--- config.mk ---
export PLATFORM = sky130hd
export DESIGN_NAME = spi_master_param
export DESIGN_NICKNAME = d
export VERILOG_FILES = /design/src/rtl/spi_master_param.sv
export SDC_FILE = /design/constraint.sdc
export NUM_CORES = 1
export LEC_CHECK = 0
export ABC_CLOCK_PERIOD_IN_PS = 2200
export BUFFER_PORTS_ARGS = -buffer_cell sky130_fd_sc_hd__buf_2
export CORE_UTILIZATION = 30
export DETAILED_ROUTE_END_ITERATION = 10
export GPL_TIMING_DRIVEN = 0
export PLACE_DENSITY_LB_ADDON = 0.08
export SLEW_MARGIN = 20
export SYNTH_ARGS = -nofsm -noshare
export SYNTH_HDL_FRONTEND = slang
export SYNTH_SLANG_ARGS = --single-unit
--- constraint.sdc ---
create_clock -name clk -period 2.2 [get_ports clk]
set_input_delay 0.22 -clock clk [delete_from_list [all_inputs] [get_ports clk]]
set_output_delay 0.22 -clock clk [all_outputs]
set_load 0.05 [all_outputs]
--- src/rtl/spi_master_param.sv ---
// rtl/spi_master_param.sv - parametrised full-duplex SPI master, per-transfer CPOL/CPHA and chip select
// Optional feature macro: SPI_MASTER_LSB_FIRST_EN adds the lsb_first input (LSB-first shifting).
module spi_master_param #(
  parameter int DATA_W   = 8,
  parameter int CLK_DIV  = 4,
  parameter int NUM_CS   = 2,
  parameter int CS_SETUP = 2,
  parameter int CS_HOLD  = 2,
  localparam int CSW     = (NUM_CS > 1) ? $clog2(NUM_CS) : 1
) (
  input  logic              clk,
  input  logic              rst,
  input  logic              tx_valid,
  output logic              tx_ready,
  input  logic [DATA_W-1:0] tx_data,
  input  logic [CSW-1:0]    cs_sel,
  input  logic              cpol,
  input  logic              cpha,
`ifdef SPI_MASTER_LSB_FIRST_EN
  input  logic              lsb_first,
`endif
  output logic              rx_valid,
  output logic [DATA_W-1:0] rx_data,
  output logic              busy,
  output logic              sclk,
  output logic              mosi,
  input  logic              miso,
  output logic [NUM_CS-1:0] cs_n
);

  localparam int CNT_MAX = (CLK_DIV > CS_SETUP) ? ((CLK_DIV > CS_HOLD) ? CLK_DIV : CS_HOLD)
                                                : ((CS_SETUP > CS_HOLD) ? CS_SETUP : CS_HOLD);
  localparam int CNT_W   = $clog2(CNT_MAX + 1);
  localparam int EDGES   = 2 * DATA_W;
  localparam int EDGE_W  = $clog2(EDGES + 1);

  typedef enum logic [1:0] {ST_IDLE, ST_SETUP, ST_XFER, ST_HOLD} state_e;

  state_e            state_q, state_d;
  logic [CNT_W-1:0]  cnt_q, cnt_d;
  logic [EDGE_W-1:0] edge_q, edge_d;
  logic [DATA_W-1:0] tx_sh_q, tx_sh_d;
  logic [DATA_W-1:0] rx_sh_q, rx_sh_d;
  logic [DATA_W-1:0] rx_data_q, rx_data_d;
  logic              cpha_q, cpha_d;
  logic              lsb_q, lsb_d;
  logic              sclk_q, sclk_d;
  logic              mosi_q, mosi_d;
  logic              rx_valid_q, rx_valid_d;
  logic [NUM_CS-1:0] cs_n_q, cs_n_d;

  logic              lsb_in;
  logic [EDGE_W-1:0] edge_num;
  logic              leading, last_edge, sample, advance;

`ifdef SPI_MASTER_LSB_FIRST_EN
  assign lsb_in = lsb_first;
`else
  assign lsb_in = 1'b0;
`endif

  // Out-of-range selects decode to no active line; the transfer still runs.
  function automatic logic [NUM_CS-1:0] cs_decode(input logic [CSW-1:0] sel);
    logic [NUM_CS-1:0] v;
    for (int i = 0; i < NUM_CS; i++) v[i] = (int'(sel) != i);
    return v;
  endfunction

  always_comb begin
    state_d    = state_q;
    cnt_d      = cnt_q;
    edge_d     = edge_q;
    tx_sh_d    = tx_sh_q;
    rx_sh_d    = rx_sh_q;
    rx_data_d  = rx_data_q;
    cpha_d     = cpha_q;
    lsb_d      = lsb_q;
    sclk_d     = sclk_q;
    mosi_d     = mosi_q;
    cs_n_d     = cs_n_q;
    rx_valid_d = 1'b0;
    edge_num   = edge_q + EDGE_W'(1);
    leading    = edge_num[0];
    last_edge  = (edge_num == EDGE_W'(EDGES));
    sample     = (leading != cpha_q);
    advance    = !sample && !(cpha_q ? (edge_num == EDGE_W'(1)) : last_edge);

    case (state_q)
      ST_IDLE: begin
        sclk_d = cpol;
        mosi_d = 1'b0;
        cs_n_d = '1;
        if (tx_valid && tx_ready) begin
          state_d = ST_SETUP;
          cnt_d   = '0;
          edge_d  = '0;
          tx_sh_d = tx_data;
          rx_sh_d = '0;
          cpha_d  = cpha;
          lsb_d   = lsb_in;
          mosi_d  = lsb_in ? tx_data[0] : tx_data[DATA_W-1];
          cs_n_d  = cs_decode(cs_sel);
        end
      end
      ST_SETUP: begin
        if (cnt_q == CNT_W'(CS_SETUP - 1)) begin
          state_d = ST_XFER;
          cnt_d   = '0;
        end else begin
          cnt_d = cnt_q + CNT_W'(1);
        end
      end
      ST_XFER: begin
        // Each SCLK edge lands at the end of a CLK_DIV-cycle half period.
        if (cnt_q == CNT_W'(CLK_DIV - 1)) begin
          cnt_d  = '0;
          sclk_d = !sclk_q;
          edge_d = edge_num;
          if (sample) begin
            rx_sh_d = lsb_q ? {miso, rx_sh_q[DATA_W-1:1]} : {rx_sh_q[DATA_W-2:0], miso};
          end
          if (advance) begin
            tx_sh_d = lsb_q ? (tx_sh_q >> 1) : (tx_sh_q << 1);
            mosi_d  = lsb_q ? tx_sh_q[1] : tx_sh_q[DATA_W-2];
          end
          if (last_edge) state_d = ST_HOLD;
        end else begin
          cnt_d = cnt_q + CNT_W'(1);
        end
      end
      ST_HOLD: begin
        if (cnt_q == CNT_W'(CS_HOLD - 1)) begin
          state_d    = ST_IDLE;
          cnt_d      = '0;
          cs_n_d     = '1;
          mosi_d     = 1'b0;
          rx_valid_d = 1'b1;
          rx_data_d  = rx_sh_q;
        end else begin
          cnt_d = cnt_q + CNT_W'(1);
        end
      end
      default: state_d = ST_IDLE;
    endcase
  end

  always_ff @(posedge clk) begin
    if (rst) begin
      state_q    <= ST_IDLE;
      cnt_q      <= '0;
      edge_q     <= '0;
      tx_sh_q    <= '0;
      rx_sh_q    <= '0;
      rx_data_q  <= '0;
      cpha_q     <= 1'b0;
      lsb_q      <= 1'b0;
      sclk_q     <= 1'b0;
      mosi_q     <= 1'b0;
      rx_valid_q <= 1'b0;
      cs_n_q     <= '1;
    end else begin
      state_q    <= state_d;
      cnt_q      <= cnt_d;
      edge_q     <= edge_d;
      tx_sh_q    <= tx_sh_d;
      rx_sh_q    <= rx_sh_d;
      rx_data_q  <= rx_data_d;
      cpha_q     <= cpha_d;
      lsb_q      <= lsb_d;
      sclk_q     <= sclk_d;
      mosi_q     <= mosi_d;
      rx_valid_q <= rx_valid_d;
      cs_n_q     <= cs_n_d;
    end
  end

  assign tx_ready = (state_q == ST_IDLE) && !rst;
  assign busy     = (state_q != ST_IDLE);
  assign sclk     = sclk_q;
  assign mosi     = mosi_q;
  assign cs_n     = cs_n_q;
  assign rx_valid = rx_valid_q;
  assign rx_data  = rx_data_q;

endmodule

== Word level (Yosys, flattened, before mapping) ==
Cells that the tools add are included.

* Bits in registers: 39
* Output and inout port bits: 15
* Word-level logic and storage cells: 86

* $add $sub $neg: 2
* Equality and inequality tests: 15
* Muxes and demuxes: 33
* Bitwise logic cells: 2
* Reductions and logical operators: 23

{| class="wikitable"
|+ Operators with widths
! cell !! number
|-
| $mux 8 || 3
|-
| $mux 7 || 3
|-
| $pmux 8 s2 || 1
|-
| $mux 2 || 7
|-
| $ne 2x2->1 const B || 7
|-
| $pmux 7 s2 || 1
|-
| $reduce_and 4->1 || 3
|-
| $mux 5 || 2
|-
| $pmux 5 s2 || 1
|-
| $mux 3 || 3
|-
| $pmux 3 s3 || 1
|-
| $pmux 2 s4 || 1
|-
| $reduce_and 2->1 || 4
|-
| $mux 1 || 7
|-
| $reduce_bool 2->1 || 3
|-
| $add 5x1->5 const B || 1
|-
| $eq 5x1->1 const B || 1
|-
| $eq 5x5->1 const B || 1
|-
| $reduce_and 5->1 || 1
|-
| $eq 2x2->1 const B || 2
|-
| $logic_not 1->1 || 4
|-
| $pmux 2 s2 || 1
|-
| $reduce_or 2->1 || 2
|-
| $add 3x1->3 const B || 1
|-
| 11 further kinds || 14
|}

== Depth between registers and ports, before layout ==
* Depth in word-level cells: 8
* Mapped depth: 8

== Least setup slack after synthesis ==
Ideal clock, no wire load.

* Path kind: reg-to-reg
* Start: register state_q[0]
* End: register tx_sh_q[1]
* Arrival: 1.972 ns
* Data required time: 2.079 ns
* Setup slack: 0.107 ns
* Cell stages (with the launch flop): 8
* Path buffers: 1
* Period minus slack after synthesis: 2.093 ns
* Cell sequence: dfxtp_1 > inv_1 > ha_1 > clkbuf_1 > inv_1 > nor3_1 > a21oi_2 > mux2_2

* Word-level cells in the longest chain between the ends: 5
* Elaborated cells between the ends (all ways): 10
* Classes of those cells: eq/ne: 4; mux: 1; reduce/logical: 5

{| class="wikitable"
|+ RTL lines
! element !! RTL line !! source
|-
| start, declared || 39 || <nowiki>state_e state_q, state_d;</nowiki>
|-
| start signal, assigned || 162 || <nowiki>state_q <= state_d;</nowiki>
|-
| $logic_not 2->1 || 88, 177 ||
|-
| $logic_and 1x1->1 || 177 || <nowiki>assign tx_ready = (state_q == ST_IDLE) && !rst;</nowiki>
|-
| $logic_and 1x1->1 || 93 || <nowiki>if (tx_valid && tx_ready) begin</nowiki>
|-
| $ne 2x2->1 (no source line) || - ||
|-
| $reduce_and 4->1 (no source line) || - ||
|-
| end signal, assigned || 165 || <nowiki>tx_sh_q <= tx_sh_d;</nowiki>
|-
| end, declared || 42 || <nowiki>logic [DATA_W-1:0] tx_sh_q, tx_sh_d;</nowiki>
|}

Several ways; a longest one is shown, not always the timed one.
A chain may end at the register's enable or synchronous reset.

== Worst setup path after layout ==
Same ends and word-level chain as after synthesis.

==> impl_metrics.prom <==
# TYPE chip_impl_metric gauge
chip_impl_metric{name="ir_worst_vdd",unit="V"} 0.0003647
chip_impl_info{name="timing.rr.end",value="tx_sh_q[1]$_SDFFE_PP0P_"} 1
chip_impl_metric{name="crit_path_max_incr_delay",unit="ns"} 0.53
chip_impl_metric{name="r2r_slack",unit="ns"} 0.18
chip_impl_metric{name="setup_viol",unit=""} 0
chip_impl_info{name="min-delay-start",value="cpha"} 1
chip_impl_metric{name="layout.nets",unit=""} 299
chip_impl_info{name="synth_top_cell_by_area",value="dfxtp_1"} 1
chip_impl_metric{name="worst_setup_hold_path_clk_slew",unit="ns"} 0.08
chip_impl_metric{name="num_vias",unit=""} 1688
chip_impl_metric{name="tightest_slew",unit="ns"} 0.6881
chip_impl_metric{name="antenna_found_initial",unit=""} 0
chip_impl_info{name="worstSetupStartpointType",value="register"} 1
chip_impl_metric{name="slew-limit-headroom",unit="%"} 54.13
chip_impl_metric{name="synth_cells",unit=""} 236
chip_impl_metric{name="detail_route.vias_per_cell",unit=""} 4.823
chip_impl_metric{name="numClockSinks",unit=""} 39
chip_impl_metric{name="timing.critical_path.arrival",unit="ns"} 2.20
chip_impl_metric{name="syn2layout_area_growth",unit="%"} 18.88
chip_impl_metric{name="ys_seq_area_share",unit="%"} 39.27
chip_impl_metric{name="clock_latency",unit="ns"} 0.29
chip_impl_info{name="postSynth.topFlopCell",value="dfxtp_1"} 1
chip_impl_metric{name="grt_max_degree",unit=""} 13
chip_impl_info{name="crit_type",value="reg -> reg"} 1
chip_impl_metric{name="critical_path_data_required_time",unit="ns"} 2.38
chip_impl_metric{name="synthDistinctLibCells",unit=""} 38
chip_impl_metric{name="cts_max_level",unit=""} 2
chip_impl_info{name="worstPathCellList",value="inv_1 -> ha_1 -> clkbuf_8 -> clkbuf_1 -> mux2i_1 -> nor2_1 -> mux2_2"} 1
chip_impl_metric{name="core-area",unit="um^2"} 6386
chip_impl_info{name="outcome",value="completed"} 1
chip_impl_metric{name="fin_setup_tns",unit="ns"} 0
chip_impl_metric{name="drt_wl_total",unit="um"} 4746
chip_impl_metric{name="drt-wirelength-per-cell",unit="um"} 13.56
chip_impl_metric{name="cellLeakagePower",unit="nW"} 0.9619
chip_impl_metric{name="synth_fp_nets",unit=""} 262
chip_impl_metric{name="timing.critical_path.fanout_max",unit=""} 10
chip_impl_metric{name="global_route_total_usage_across_every_layer",unit="%"} 14.79
chip_impl_info{name="biggest_area_contributors_in_the_synthesized_netlist",value="dfxtp_1, ha_1, nand2_1"} 1
chip_impl_metric{name="maxSlewViolCount",unit=""} 0
chip_impl_metric{name="numCtsBuffers",unit=""} 5
chip_impl_metric{name="final_layout_size_suffix_gt1_share",unit="%"} 20.15
chip_impl_metric{name="die_w",unit="um"} 83.41
chip_impl_metric{name="max-clock-path-buffers",unit=""} 2
chip_impl_info{name="hold-path-endpoint",value="cpha_q$_SDFFE_PP0P_"} 1
chip_impl_info{name="endpoint_kind",value="register"} 1
chip_impl_metric{name="synth_async_sr_flop_share",unit="%"} 0
chip_impl_info{name="min_path_type",value="in -> reg"} 1
chip_impl_info{name="netlist_top_cells_count",value="dfxtp_1, nand2_1, nor2_1, a21oi_1, ha_1"} 1
chip_impl_metric{name="initial_utilization",unit="%"} 31.13
chip_impl_metric{name="timing.hold.worst_path_depth",unit=""} 3
chip_impl_metric{name="num_io_pins",unit=""} 30
chip_impl_info{name="cell_with_the_largest_stage_delay_on_the_worst_path",value="clkbuf_1"} 1
chip_impl_metric{name="hold_violations",unit=""} 0
chip_impl_metric{name="worst_clock_skew",unit="ns"} 0.005146
chip_impl_metric{name="dr.first_iter.drc_count",unit=""} 103
chip_impl_metric{name="grt_first_pass_wirelength",unit="um"} 8169
chip_impl_metric{name="grt_overflow",unit=""} 0
chip_impl_metric{name="netlist.area_leader.share",unit="%"} 39.27
chip_impl_metric{name="gr-usage-met1",unit="%"} 19.54
chip_impl_info{name="cts-root-buf",value="clkbuf_8"} 1
chip_impl_metric{name="max_freq",unit="MHz"} 495.0
chip_impl_metric{name="die_height",unit="um"} 83.41
chip_impl_metric{name="die_area",unit="um^2"} 6956
chip_impl_metric{name="max-cap-violations",unit=""} 0
chip_impl_metric{name="insertedDiodeCount",unit=""} 0
chip_impl_metric{name="grtUsageMet3",unit="%"} 3.082
chip_impl_metric{name="rr_worst_depth",unit=""} 7
chip_impl_metric{name="yosysWarningCount",unit=""} 0
chip_impl_metric{name="synth_edf_count",unit=""} 0
chip_impl_info{name="top_usage_layer",value="met2"} 1
chip_impl_metric{name="post-route-period-util",unit="%"} 91.82
chip_impl_info{name="cts_tree",value="yes"} 1
chip_impl_metric{name="worst_slack",unit="ns"} 0.1800
chip_impl_info{name="timing.rr.start",value="state_q[0]$_SDFFE_PP0P_"} 1
chip_impl_metric{name="gp_congestion",unit=""} 0.7175
chip_impl_metric{name="grt.met2_usage",unit="%"} 23.85
chip_impl_metric{name="p_per_area",unit="nW/um^2"} 999.3
chip_impl_metric{name="route.antenna.remaining_nets",unit=""} 0
chip_impl_metric{name="timing.final.crit_period",unit="ns"} 2.020
chip_impl_metric{name="drt_pre_antenna_iters",unit=""} 4
chip_impl_metric{name="drt_drc_violations_left",unit=""} 0
chip_impl_metric{name="ys_ff_latch",unit=""} 39
chip_impl_metric{name="portBuffers",unit=""} 29
chip_impl_metric{name="syn-mean-instance-area",unit="um^2"} 8.424
chip_impl_metric{name="post_synth_instance_area",unit="um^2"} 1988
chip_impl_metric{name="dpl.hpwl",unit="um"} 3436
chip_impl_metric{name="grt_pass1_vias",unit=""} 1668
chip_impl_info{name="synth_most_common_cell",value="dfxtp_1"} 1
chip_impl_metric{name="pre_cts_slack",unit="ns"} -0.02675
chip_impl_info{name="rsz0062_at_grt",value="false"} 1
chip_impl_metric{name="row_count",unit=""} 29
chip_impl_metric{name="layout.filler_cells",unit=""} 690
power breakdown:
| group | internal (mW) | switching [mW] | total (mW) |
|---|---|---|---|
| Clock | 0.332 | 0.260 | 0.592 |
| Sequential | 0.771 | 0.0457 | 0.817 |
| Combinational | 0.329 | 0.625 | 0.953 |
| Total | 1.43 | 0.930 | 2.36 |
sequential cells by signal (all words and copies together), names as in the netlist:
name	count
state_q	2
sclk	1
cs_n	2
rx_valid	1
mosi	1
tx_sh_q	7
cnt_q	3
rx_sh_q	8
edge_q	5
rx_data	8
cpha_q	1
cells by family (layout without fill, tap and decap cells):
family | Yosys count | count (layout) | share of synthesized area [%]
simple gates | 98 | 98 | 23.60
compound gates | 51 | 51 | 15.99
flops | 39 | 39 | 39.27
buf+inv | 19 | 56 | 4.846
mux | 16 | 16 | 8.496
fa+ha+maj | 11 | 11 | 6.922
xor+xnor | 2 | 2 | 0.8812
worst max-delay path, delay by kind of cell (launching register included):
kind,cells,cell delay (ns)
adder cells (fa/ha/maj),1,0.17
multiplexers,2,0.54
flip-flops,1,0.35
AND/OR/NAND/NOR,1,0.05
buffers and inverters,3,0.80
placed cells by master (no fill, tap or decap), types with 5 or more instances in the layout:
cell type and n:
dfxtp_1 38, nand2_1 32, buf_2 29, nor2_1 25, a21oi_1 20, nor2b_1 10
ha_1 10, inv_1 9, mux2i_1 9, a22oi_1 9, clkbuf_8 7, mux2_2 7
clkbuf_1 6, o21ai_0 6, nor3_1 6, nand2b_1 5, nand3_1 5
routing by layer:
layer | wire length, um | vias to the layer above
met5 | 0 | -
met4 | 63 | 0
met3 | 123 | 6
met2 | 2136 | 17
met1 | 2423 | 779
li1 | - | 886
final cells by class:
cell class              instances  area, um^2  share of cell area (%)
plain buffers                  10       63.81                   2.700
flip-flops and latches         39       782.0                   33.09
repair buffers                 30       152.6                   6.458
well taps                      77       96.34                   4.076
multi-input cells             178        1129                   47.75
clock buffers                   5       68.82                   2.912
inverters                       9       33.78                   1.429
clock inverters                 2       37.54                   1.588
worst max path at each step:
| stage | endpoint | cells after the start | slack, ns | from |
|---|---|---|---|---|
| 3_3_place_gp | tx_sh_q[4]$_SDFFE_PP0P_ | 6 | -0.05 | edge_q[0]$_SDFFE_PP0P_ |
| 3_5_place_dp | tx_sh_q[5]$_SDFFE_PP0P_ | 6 | -0.03 | edge_q[0]$_SDFFE_PP0P_ |
| 4_1_cts | tx_sh_q[5]$_SDFFE_PP0P_ | 6 | 0.07 | edge_q[0]$_SDFFE_PP0P_ |
| 2_1_floorplan | tx_sh_q[1]$_SDFFE_PP0P_ | 7 | 0.11 | state_q[0]$_SDFFE_PP0P_ |
| 5_1_grt | tx_sh_q[5]$_SDFFE_PP0P_ | 6 | 0.03 | edge_q[1]$_SDFFE_PP0P_ |
| 6_report | tx_sh_q[1]$_SDFFE_PP0P_ | 7 | 0.18 | state_q[0]$_SDFFE_PP0P_ |
repair_timing:
item	in CTS	in global routing
pin swaps	0	1
buffers inserted	0	1
gates cloned	0	0
hold buffers	0	0
setup endpoints to repair	6	14
gates resized for setup	1	6
stage by stage:
stage / total power [mW] / hold slack, ns / area, um^2 / instances / util (%)
after floorplan: 1.540 / 0.3669 / 1988 / 236 / -
after global placement: 1.781 / 0.4433 / 2230 / 342 / 34.91
after detailed placement: 1.773 / 0.4435 / 2230 / 342 / 34.91
after CTS: 2.382 / 0.1693 / 2344 / 349 / 36.70
after global routing: 2.523 / 0.1888 / 2364 / 350 / 37.01
final: 2.362 / 0.1850 / 2364 / 350 / 37.01
(Power assumes the default switching activity.)
